[src/rtl/pe_cfg_pkg.sv]
// Shared types and field widths for the PE configuration sequencer and FU config bus.
package pe_cfg_pkg;

  // Sequencer control states.
  typedef enum logic [1:0] {
    IDLE = 2'd0,
    RUN  = 2'd1,
    DONE = 2'd2
  } seq_state_t;

  // Field widths of one FU configuration word, MSB field first.
  localparam int CONFIG_CMAC   = 16;
  localparam int CONFIG_CORDIC = 8;
  localparam int CONFIG_LOGI   = 9;
  localparam int CONFIG_DMEM   = 31;
  localparam int CONFIG_ALL_W  = CONFIG_CMAC + CONFIG_CORDIC + CONFIG_LOGI + CONFIG_DMEM;

  // Packed view of the FU config bus: {cmac, cordic, logical, dmem}.
  typedef struct packed {
    logic [CONFIG_CMAC-1:0]   cmac;
    logic [CONFIG_CORDIC-1:0] cordic;
    logic [CONFIG_LOGI-1:0]   logi;
    logic [CONFIG_DMEM-1:0]   dmem;
  } cfg_word_t;

endpackage

[src/rtl/pe_cfg_mem.sv]
// Program store: DEPTH entries of {repeat count, config word}, one write port and
// one combinational read port. Contents are not reset.
module pe_cfg_mem #(
  parameter int CONFIG_ALL = 64,
  parameter int DEPTH      = 16,
  parameter int REP_W      = 4
) (
  input  logic                     clk,
  input  logic                     we,
  input  logic [$clog2(DEPTH)-1:0] waddr,
  input  logic [CONFIG_ALL-1:0]    wdata,
  input  logic [REP_W-1:0]         wrep,
  input  logic [$clog2(DEPTH)-1:0] raddr,
  output logic [CONFIG_ALL-1:0]    rdata,
  output logic [REP_W-1:0]         rrep
);

  localparam int EW = CONFIG_ALL + REP_W;

  logic [EW-1:0] mem_reg [DEPTH];

  // Single write port; a same-cycle read of the written entry still sees the old word.
  always_ff @(posedge clk) begin
    if (we) begin
      mem_reg[waddr] <= {wrep, wdata};
    end
  end

  assign rdata = mem_reg[raddr][CONFIG_ALL-1:0];
  assign rrep  = mem_reg[raddr][EW-1:CONFIG_ALL];

endmodule

[src/rtl/pe_config_seq.sv]
// Replays a start..end range of program words onto the FU config bus, holding each
// word rep+1 cycles and looping the range a programmable number of times.
module pe_config_seq
  import pe_cfg_pkg::*;
#(
  parameter int CONFIG_ALL = 64,
  parameter int DEPTH      = 16,
  parameter int REP_W      = 4,
  parameter int LOOP_W     = 8
) (
  input  logic                     clk,
  input  logic                     rst_n,
  input  logic                     cfg_we,
  input  logic [$clog2(DEPTH)-1:0] cfg_waddr,
  input  logic [CONFIG_ALL-1:0]    cfg_wdata,
  input  logic [REP_W-1:0]         cfg_wrep,
  input  logic                     start,
  input  logic [$clog2(DEPTH)-1:0] start_addr,
  input  logic [$clog2(DEPTH)-1:0] end_addr,
  input  logic [LOOP_W-1:0]        loop_cnt,
  input  logic                     stall,
  output logic [CONFIG_ALL-1:0]    config_all,
  output logic                     config_valid,
  output logic                     busy,
  output logic                     done,
  output logic                     err
);

  localparam int AW = $clog2(DEPTH);

  seq_state_t             state_reg, state_next;
  logic [AW-1:0]          pc_reg, pc_next;
  logic [AW-1:0]          start_reg, start_next;
  logic [AW-1:0]          end_reg, end_next;
  logic [REP_W-1:0]       rep_cnt_reg, rep_cnt_next;
  logic [LOOP_W-1:0]      loop_reg, loop_next;
  logic [CONFIG_ALL-1:0]  config_reg, config_next;
  logic                   valid_reg, valid_next;
  logic                   done_reg, done_next;
  logic                   err_reg, err_next;
  logic                   mem_we;
  logic [CONFIG_ALL-1:0]  rd_word;
  logic [REP_W-1:0]       rd_rep;

  pe_cfg_mem #(
    .CONFIG_ALL (CONFIG_ALL),
    .DEPTH      (DEPTH),
    .REP_W      (REP_W)
  ) u_mem (
    .clk   (clk),
    .we    (mem_we),
    .waddr (cfg_waddr),
    .wdata (cfg_wdata),
    .wrep  (cfg_wrep),
    .raddr (pc_reg),
    .rdata (rd_word),
    .rrep  (rd_rep)
  );

  // State, counters and registered outputs; reset clears outputs immediately.
  always_ff @(posedge clk or negedge rst_n) begin
    if (!rst_n) begin
      state_reg   <= IDLE;
      pc_reg      <= '0;
      start_reg   <= '0;
      end_reg     <= '0;
      rep_cnt_reg <= '0;
      loop_reg    <= '0;
      config_reg  <= '0;
      valid_reg   <= 1'b0;
      done_reg    <= 1'b0;
      err_reg     <= 1'b0;
    end else begin
      state_reg   <= state_next;
      pc_reg      <= pc_next;
      start_reg   <= start_next;
      end_reg     <= end_next;
      rep_cnt_reg <= rep_cnt_next;
      loop_reg    <= loop_next;
      config_reg  <= config_next;
      valid_reg   <= valid_next;
      done_reg    <= done_next;
      err_reg     <= err_next;
    end
  end

  // Next-state, counter stepping and program-write gating.
  always_comb begin
    state_next   = state_reg;
    pc_next      = pc_reg;
    start_next   = start_reg;
    end_next     = end_reg;
    rep_cnt_next = rep_cnt_reg;
    loop_next    = loop_reg;
    config_next  = config_reg;
    valid_next   = valid_reg;
    done_next    = 1'b0;
    err_next     = 1'b0;
    mem_we       = 1'b0;

    case (state_reg)
      IDLE: begin
        mem_we = cfg_we;
        if (start) begin
          if (start_addr <= end_addr) begin
            start_next   = start_addr;
            end_next     = end_addr;
            pc_next      = start_addr;
            rep_cnt_next = '0;
            loop_next    = (loop_cnt == '0) ? LOOP_W'(1) : loop_cnt;
            state_next   = RUN;
          end else begin
            err_next = 1'b1;
          end
        end
      end

      RUN: begin
        // Program writes are refused while replaying; starts are silently ignored.
        err_next = cfg_we;
        if (!stall) begin
          config_next = rd_word;
          valid_next  = 1'b1;
          if (rep_cnt_reg < rd_rep) begin
            rep_cnt_next = rep_cnt_reg + REP_W'(1);
          end else begin
            rep_cnt_next = '0;
            if (pc_reg == end_reg) begin
              // Explicit reload keeps a full-depth range from relying on pc overflow.
              if (loop_reg > LOOP_W'(1)) begin
                pc_next   = start_reg;
                loop_next = loop_reg - LOOP_W'(1);
              end else begin
                state_next = DONE;
              end
            end else begin
              pc_next = pc_reg + AW'(1);
            end
          end
        end
      end

      DONE: begin
        mem_we      = cfg_we;
        config_next = '0;
        valid_next  = 1'b0;
        done_next   = 1'b1;
        state_next  = IDLE;
      end

      default: begin
        state_next = IDLE;
      end
    endcase
  end

  assign config_all   = config_reg;
  assign config_valid = valid_reg;
  assign busy         = (state_reg == RUN);
  assign done         = done_reg;
  assign err          = err_reg;

endmodule

[config.mk]
export PLATFORM = sky130hd
export DESIGN_NAME = pe_config_seq
export DESIGN_NICKNAME = d
export VERILOG_FILES = /design/src/rtl/pe_cfg_pkg.sv /design/src/rtl/pe_cfg_mem.sv /design/src/rtl/pe_config_seq.sv
export SDC_FILE = /design/constraint.sdc
export NUM_CORES = 1
export LEC_CHECK = 0
export CORE_MARGIN = 2
export CORE_UTILIZATION = 60
export CTS_BUF_LIST = sky130_fd_sc_hd__clkbuf_4 sky130_fd_sc_hd__clkbuf_8
export CTS_CLUSTER_DIAMETER = 50
export DETAILED_ROUTE_END_ITERATION = 8
export PLACE_DENSITY = 0.87
export SYNTH_ARGS = -nofsm -noshare
export SYNTH_HDL_FRONTEND = slang
export SYNTH_SLANG_ARGS = --single-unit
[constraint.sdc]
create_clock -name clk -period 8.7 [get_ports clk]
set_input_delay 0.87 -clock clk [delete_from_list [all_inputs] [get_ports clk]]
set_output_delay 0.87 -clock clk [all_outputs]
set_load 0.1 [all_outputs]
==> results of run 1 <==
worst reg2reg max path: cells and delay by family (launching register included):
family / cells / cell delay (ns)
buffers and inverters: 2 / 1.15
DFF: 1 / 1.15
AOI/OAI and AO/OA: 4 / 1.09
muxes: 2 / 1.03
and+or+nand+nor: 2 / 0.51
adders and majority gates: 1 / 0.19
power by group through the flow:
stage,clock network [uW],registers (uW),logic (uW)
4_1_cts,4760,6710,4260
6_report,4710,6710,4250
3_3_place_gp,0,6800,4060
3_5_place_dp,0,6820,4210
2_1_floorplan,0,7680,2250
5_1_grt,4970,6740,4440
worst paths after layout:
path	slack, ns	start	cells past startpoint	to
max	3.42	pc_reg[1]	11	loop_reg[6]
max reg2reg	3.42	pc_reg[1]	11	loop_reg[6]
min in group clk	0.49	config_valid	1	config_valid
max in group asynchronous	7.19	rst_n	2	config_all[17]
min reg2reg	0.49	config_valid	1	config_valid
min	0.07	rst_n	1	state_reg[1]
through the flow:
stage / total power [uW] / area [sq um] / utilization, % / std cells
after floorplan: 9924 / 45160 / - / 2015
after global placement: 10860 / 47970 / 64.44 / 3076
after detailed placement: 11040 / 47970 / 64.44 / 3076
after CTS: 15730 / 51660 / 69.40 / 3397
after global routing: 16160 / 51670 / 69.41 / 3401
final: 15670 / 51680 / 69.42 / 3403
per-layer routing:
metal  vias up  wire (um)  GRT usage (%)
li1       9014          -              -
met5         -        137              0
met3       287      10580          5.515
met1     12178      38370          37.98
met2      1709      58090          49.45
met4        20       3505          10.30
Yosys cell counts, types with 6 or more instances:
master,instances,area [sq um]
nand2_1,141,529.3
clkbuf_1,50,187.7
dfrtp_1,93,2327
a31oi_1,6,37.54
or3_1,6,37.54
a21oi_1,7,35.03
nor3_1,9,45.04
mux2i_1,8,80.08
nand3_1,9,45.04
inv_1,14,52.55
buf_1,27,101.4
mux4_2,337,7590
mux2_2,9,101.4
buf_2,30,150.1
o21ai_0,71,355.3
ha_1,11,137.6
nor2_1,27,101.4
edfxtp_1,1088,32670
layout make-up:
cell class | instances | area (sq um) | share of cell area, %
Clock inverter | 70 | 640.6 | 1.240
Inverter | 15 | 56.30 | 0.1089
Multi-Input combinational cell | 712 | 9796 | 18.95
Clock buffer | 251 | 3054 | 5.910
Sequential cell | 1181 | 35010 | 67.75
Tap cell | 969 | 1212 | 2.346
Antenna cell | 6 | 15.01 | 0.02905
Timing Repair Buffer | 199 | 1892 | 3.661
logic make-up (layout without fill, tap and decap cells):
group / after synthesis / count (layout) / share of synthesized area (%)
other: 0 / 6 / 0
multiplexers: 357 / 357 / 17.28
AND/OR/NAND/NOR: 225 / 225 / 2.225
buffers and inverters: 122 / 535 / 1.097
flip-flops: 1181 / 1181 / 77.49
adder cells (fa/ha/maj): 11 / 11 / 0.3047
XOR/XNOR: 6 / 6 / 0.1164
AO/OA/AOI/OAI: 113 / 113 / 1.485
==> results.toml, run 1 <==
[hold_path]
hp-class = "input port to async pin"

[timing]
finalHoldWorstSlack_ns = 0.07394
worst_pin_slew_ns = 1.299
clock_skew_ns = 0.03387
fmaxAchievable_mhz = 189.4
period_share_pct = 60.70
finalHoldViolations = 0
setup_viol = 0
drv_slew = 0
fin_crit_ns = 5.281
rsz0062_at_grt = "no"
setup-tns-final_ns = 0
worst_slack_ns = 3.419
max_slew_margin_pct = 13.17

[clock_tree]
cts_buffer_depth = 3
cts.sinks = 1181
cts_hold_buf = 0
cts_tree = "yes"
cts_resized = 0
h-tree-depth = 4
post_cts_buffers = 0
clk_latency_ns = 0.84
clock-root-buffer = "clkbuf_8"
clk_pin_slew_ns = 0.07
cts-buffers-inserted = 177

[yosys]
synth-edff-count = 1088
async_flop_share_pct = 7.875
synth_area_sq_um = 45160
ys.flop_type = "edfxtp_1"
syn_nets = 2119
ys_types = 56
syn_avg_cell_area_sq_um = 22.41
yosysSeqAreaShare_pct = 77.49
synth-seq-cells = 1181
yosys_warnings = 0
netlist_instances = 2015

[power]
ir_drop_mv = 0.2721
seqPwrFrac_pct = 42.8
leakagePower_uw = 0.01660
netSwitchingPower_uw = 5031
powerDensity_nw_per_um2 = 303.3
p_comb_share_pct = 27.1
pwr-share-clk_pct = 30.0
sw_frac_of_total_pct = 32.10
p_int_uw = 10640

[layout]
drive_above_1_share_pct = 29.16
final_cell_mix = "edfxtp_1 (1088), mux4_2 (337), clkbuf_8 (187)"
final_nets = 2390
fillers = 4012
syn_to_final_growth_pct = 14.43
final_common_cell = "edfxtp_1"
largest_reg_flops = 1088

[global_route]
grt.total_usage_pct = 29.02
grt_pass1_wl_um = 160800
antenna_found_initial = 14
overflow = 0
grt_max_degree = 88
grt_pass1_vias = 24022

[floorplan]
initial_core_util_pct = 60.67
die_area_sq_um = 77480
io_pins = 161
num_rows = 100
die_w_um = 278.4
fp.coreArea_sq_um = 74450
fp.dieH_um = 278.4

[critical_path]
crit_family = "flip-flops"
cpMaxStageDelayCell = "dfrtp_4"
arrival_ns = 5.94
crit_path_cell_trace = "buf_4 > mux4_2 > mux4_2 > inv_1 > ha_1 > o211ai_1 > and2_1 > a31oi_1 > nand2_1 > o311ai_0 > a22oi_1"
crit_fanout = 72
critPathKind = "register to register"
cp-start-kind = "register"
crit_buf_inv = 2
crit_path_end_kind = "register"
cp_common_cell = "mux4_2"
slowest_delay_ns = 1.15
cp.required_ns = 9.36

[placement]
io_buffers = 160
pre_cts_slack_ns = 3.648
post-dp-hpwl_um = 57370
gp_congestion = 0.7828

[detailed_routing]
vias = 23208
drt-initial-drc-count = 3321
drtAntennaViolNets = 0
route.detailed.drc = 0
finalWirelength_um = 110700
wl_per_cell_um = 32.52
dr.pass1.iters = 7
via_per_inst = 6.820

[run]
maxCapViolations = 0

[status]
status = "complete, no violations"
Power figures use the tool's default switching activity.
==> run 2, diff against run 1 <==
--- a/config.mk
+++ b/config.mk
@@ -6,7 +6,7 @@
 export NUM_CORES = 1
 export LEC_CHECK = 0
 export CORE_MARGIN = 2
-export CORE_UTILIZATION = 60
+export CORE_UTILIZATION = 57
 export CTS_BUF_LIST = sky130_fd_sc_hd__clkbuf_4 sky130_fd_sc_hd__clkbuf_8
 export CTS_CLUSTER_DIAMETER = 50
 export DETAILED_ROUTE_END_ITERATION = 8
==> constraint.sdc (replaced) <==
create_clock -name clk -period 4.8 [get_ports clk]
set_input_delay 0.48 -clock clk [delete_from_list [all_inputs] [get_ports clk]]
set_output_delay 0.48 -clock clk [all_outputs]
set_load 0.1 [all_outputs]
==> results.toml, run 2 (synthesized netlist as in run 1, its figures left out) <==
[detailed_routing]
dr.pass1.iters = 5
vias = 23017
met1_length_um = 37500
dr_wl_met3_um = 11170
wl_per_cell_um = 31.56
finalWirelength_um = 110200
highest_layer = "met5"
drtAntennaViolNets = 0
route.detailed.drc = 0
drt-initial-drc-count = 3219
via_per_inst = 6.589
route.met2.wl_um = 57140

[timing]
worst_pin_slew_ns = 1.149
drv_slew = 0
finalHoldWorstSlack_ns = 0.2967
setup-tns-final_ns = 0
rsz0062_at_grt = "no"
max_slew_margin_pct = 23.17
finalHoldViolations = 0
period_share_pct = 82.47
setup_viol = 0
fin_crit_ns = 3.959
clock_skew_ns = 0.03305
fmaxAchievable_mhz = 252.6

[critical_path]
reg2reg_setup_slack_ns = 0.84
reg2reg_depth = 10
critPathKind = "register to register"
slowest_delay_ns = 0.90
cp.required_ns = 5.48
r2r_end = "loop_reg[7]"
crit_path_cell_trace = "mux4_2 > mux4_2 > inv_1 > ha_1 > o211ai_1 > and2_1 > a31oi_1 > nand2_1 > o311ai_0 > nand3_1"
cpMaxStageDelayCell = "dfrtp_4"
arrival_ns = 4.63
crit_buf_inv = 1
crit_fanout = 42
r2r_start = "pc_reg[0]"
crit_family = "multiplexers"
crit_path_end_kind = "register"
cp_common_cell = "mux4_2"
cp-start-kind = "register"

[layout]
final_cell_mix = "edfxtp_1 (1088), mux4_2 (337), clkbuf_8 (193)"
syn_to_final_growth_pct = 15.00
largest_reg_flops = 1088
drive_above_1_share_pct = 29.54
final_nets = 2396
final_common_cell = "edfxtp_1"

[placement]
gp_congestion = 0.7778
io_buffers = 160
post-dp-hpwl_um = 55890

[clock_tree]
cts_tree = "yes"
clk_pin_slew_ns = 0.07
cts-buffers-inserted = 171
cts_resized = 0
h-tree-depth = 4
clock-root-buffer = "clkbuf_8"
cts.sinks = 1181
clk_latency_ns = 0.83
cts_buffer_depth = 3

[floorplan]
die_w_um = 285.5
die_area_sq_um = 81500
fp.dieH_um = 285.5
io_pins = 161
initial_core_util_pct = 57.36
num_rows = 103
fp.coreArea_sq_um = 78740

[global_route]
overflow = 0
grt_pass1_vias = 23786
grt_pass1_wl_um = 157900
antenna_found_initial = 18
grt.total_usage_pct = 27.08
grt_max_degree = 157

[hold_path]
hp-class = "input port to async pin"

[power]
powerDensity_nw_per_um2 = 537.0
leakagePower_uw = 0.01665
ir_drop_mv = 0.3888

[run]
maxCapViolations = 0

[status]
status = "complete, no violations"
## run 2: changes by cell type in the layout (fill, tap and decap cells not counted), moves of 6 or more
cell	change
buf_12	+19
clkinv_2	+14
buf_4	-9
clkinv_1	-7
clkbuf_4	-6
clkbuf_8	+6
## run 2: cell type report
cell class              count  area [sq um]
well taps                1050          1314
clock inverters            64         397.9
flip-flops and latches   1181         35010
diodes                      9         22.52
inverters                  15         56.30
fillers                  4570         26800
clock buffers             251          3092
multi-input cells         712          9821
repair buffers            211          2225
## run 2: worst max path at each step
stage                     cells after the start         start                   end
after floorplan                               4  state_reg[0]  u_mem.mem_reg[13][0]
after global placement                       10     pc_reg[0]           loop_reg[1]
after detailed placement                     10     pc_reg[0]           loop_reg[7]
after CTS                                    10     pc_reg[0]           loop_reg[7]
after global routing                         10     pc_reg[0]           loop_reg[6]
final                                        10     pc_reg[0]           loop_reg[7]
## run 2: power breakdown
part           total [uW]  internal (uW)  switching, uW
Sequential          12200          11600            571
Combinational        7640           3110           4530
Clock                8100           4310           3780
## run 2: per-stage QoR
| step | cells | instance area, sq um | utilization, % | total power, uW | setup slack (ns) |
|---|---|---|---|---|---|
| after floorplan | 2015 | 45180 | - | 17990 | 0.2348 |
| after global placement | 3167 | 48410 | 61.48 | 19670 | 1.035 |
| after detailed placement | 3167 | 48410 | 61.48 | 19940 | 0.8675 |
| after CTS | 3484 | 51920 | 65.94 | 27950 | 0.8443 |
| after global routing | 3493 | 51940 | 65.96 | 28770 | 0.6085 |
| final | 3493 | 51940 | 65.96 | 27890 | 0.8413 |
## run 2: per-layer routing
| layer | vias up | track usage, % |
|---|---|---|
| li1 | 9027 | - |
| met1 | 11946 | 34.07 |
| met2 | 1704 | 45.82 |
| met3 | 322 | 6.842 |
| met4 | 18 | 10.56 |
| met5 | - | 0 |
## run 2: what timing repair did
action,4_1_cts,5_1_grt
endpoints found under the hold margin,41,0
setup buffers,0,0
hold buffers,2,0
## run 2: tightest hold or removal path, stage by stage
cell           delay [ns]
dlygate4sd3_1        0.53
buf_4                0.12
buf_4                0.42
==> run 3, diff against run 2 <==
==> constraint.sdc (replaced) <==
create_clock -name clk -period 3.6 [get_ports clk]
set_input_delay 0.36 -clock clk [delete_from_list [all_inputs] [get_ports clk]]
set_output_delay 0.36 -clock clk [all_outputs]
set_load 0.1 [all_outputs]
==> results.toml, run 3 (synthesized netlist as in run 1, its figures left out) <==
[status]
status = "complete, no violations"

[detailed_routing]
finalWirelength_um = 106100
vias = 22685
route.detailed.drc = 0
drt-initial-drc-count = 2731
dr.pass1.iters = 7
drtAntennaViolNets = 0
wl_per_cell_um = 30.18
via_per_inst = 6.452

[layout]
drive_above_1_share_pct = 29.81
fillers = 4457
syn_to_final_growth_pct = 15.89
final_common_cell = "edfxtp_1"
final_area_sq_um = 52340
final_nets = 2411
final_cell_mix = "edfxtp_1 (1088), mux4_2 (337), clkbuf_8 (198)"
largest_reg_flops = 1088

[placement]
dpl_cell_area_sq_um = 48500
io_buffers = 160
pre_cts_slack_ns = 0.02116
post-dp-hpwl_um = 54900
gp_congestion = 0.7584

[critical_path]
cp.required_ns = 4.29
crit_fanout = 13
startpoint = "pc_reg[0]"
r2r_end = "pc_reg[0]"
reg2reg_setup_slack_ns = 0.20
reg2reg_depth = 9
r2r_start = "pc_reg[0]"
crit_path_end_kind = "register"
arrival_ns = 4.09
cp-start-kind = "register"
critPathKind = "register to register"

[floorplan]
fp.dieH_um = 285.5
num_rows = 103
initial_core_util_pct = 57.36
io_pins = 161
fp.coreArea_sq_um = 78740
die_w_um = 285.5
die_area_sq_um = 81500

[power]
leakagePower_uw = 0.01682
ir_drop_mv = 0.6669
p_total_uw = 37690
powerDensity_nw_per_um2 = 720.0

[global_route]
grt.total_usage_pct = 25.92
grt_util_met2_pct = 44.27
met1_usage_pct = 33.38
top_usage_layer = "met2"
antenna_found_initial = 13
grt_max_degree = 167
grt_pass1_vias = 23537
grt_pass1_wl_um = 152400
overflow = 0
grt_use_met3_pct = 5.726

[clock_tree]
cts-buffers-inserted = 180
clock-root-buffer = "clkbuf_8"
cts.sinks = 1181
cts_tree = "yes"
clk_pin_slew_ns = 0.06
cts_buffer_depth = 3
h-tree-depth = 4
clk_latency_ns = 0.85

[timing]
fin_crit_ns = 3.400
rsz0062_at_grt = "no"
fmaxAchievable_mhz = 294.1
period_share_pct = 94.45
worst_pin_slew_ns = 1.141
max_slew_margin_pct = 23.69
clock_skew_ns = 0.03731
setup_viol = 0
finalHoldViolations = 0
drv_slew = 0
worst_slack_ns = 0.1999
finalHoldWorstSlack_ns = 0.1510

[run]
maxCapViolations = 0

[hold_path]
hp-class = "input port to async pin"
[run 3: cell types whose count changed in the layout (fill, tap and decap cells not counted), sizes merged]
cell	delta
dlygate4sd3	-1
diode	-2
buf	+8
clkdlybuf4s50	-1
clkinv	+4
clkbuf	+10
inv	+4
bufinv	+1
[run 3: layer usage]
metal  wire, um  part of all wire, %
met1      37550                   35
met2      55450                   52
met3       9654                  9.1
met4       3369                  3.2
met5         84                0.079
[run 3: per-stage QoR]
stage                     TNS, ns  utilization (%)  std cells
final                           0            66.47       3516
after global routing            0            66.47       3515
after CTS                       0            66.42       3508
after detailed placement        0            61.59       3171
after global placement          0            61.59       3171
after floorplan           -246.19                -       2015
[run 3: final cells by class]
class / instances / area [sq um] / area share, %
flip-flops and latches: 1181 / 35010 / 66.89
well taps: 1050 / 1314 / 2.510
clock buffers: 261 / 3198 / 6.110
diodes: 7 / 17.52 / 0.03347
clock inverters: 73 / 569.3 / 1.088
repair buffers: 217 / 2340 / 4.470
multi-input cells: 712 / 9834 / 18.79
inverters: 15 / 56.30 / 0.1076
[run 3: critical path, stage by stage, from the launching register on]
cell	delay (ns)
dfrtp_4	0.57
mux4_2	0.54
mux4_2	0.48
inv_1	0.07
ha_1	0.23
a21oi_1	0.28
nand3_1	0.11
or3_1	0.39
and2_1	0.26
o311a_1	0.34
[run 3: worst max-delay path by stage]
stage | end | slack, ns
6_report | pc_reg[0] | 0.20
5_1_grt | loop_reg[7] | 0.03
4_1_cts | loop_reg[7] | 0.04
3_5_place_dp | loop_reg[7] | 0.02
3_3_place_gp | loop_reg[7] | 0.15
2_1_floorplan | u_mem.mem_reg[13][0] | -0.97
[run 3: timing repair]
item	4_1_cts	5_1_grt
setup buffers	2	1
hold buffers	1	0
resized for setup	0	4
cloned	0	0
setup endpoints to repair	1	8
endpoints found under the hold margin	44	0
[run 3: power by group]
| part | internal [uW] | switching, uW |
|---|---|---|
| registers | 15500 | 538 |
| clock network | 6090 | 5230 |
| logic | 4210 | 6170 |
| total | 25700 | 11900 |
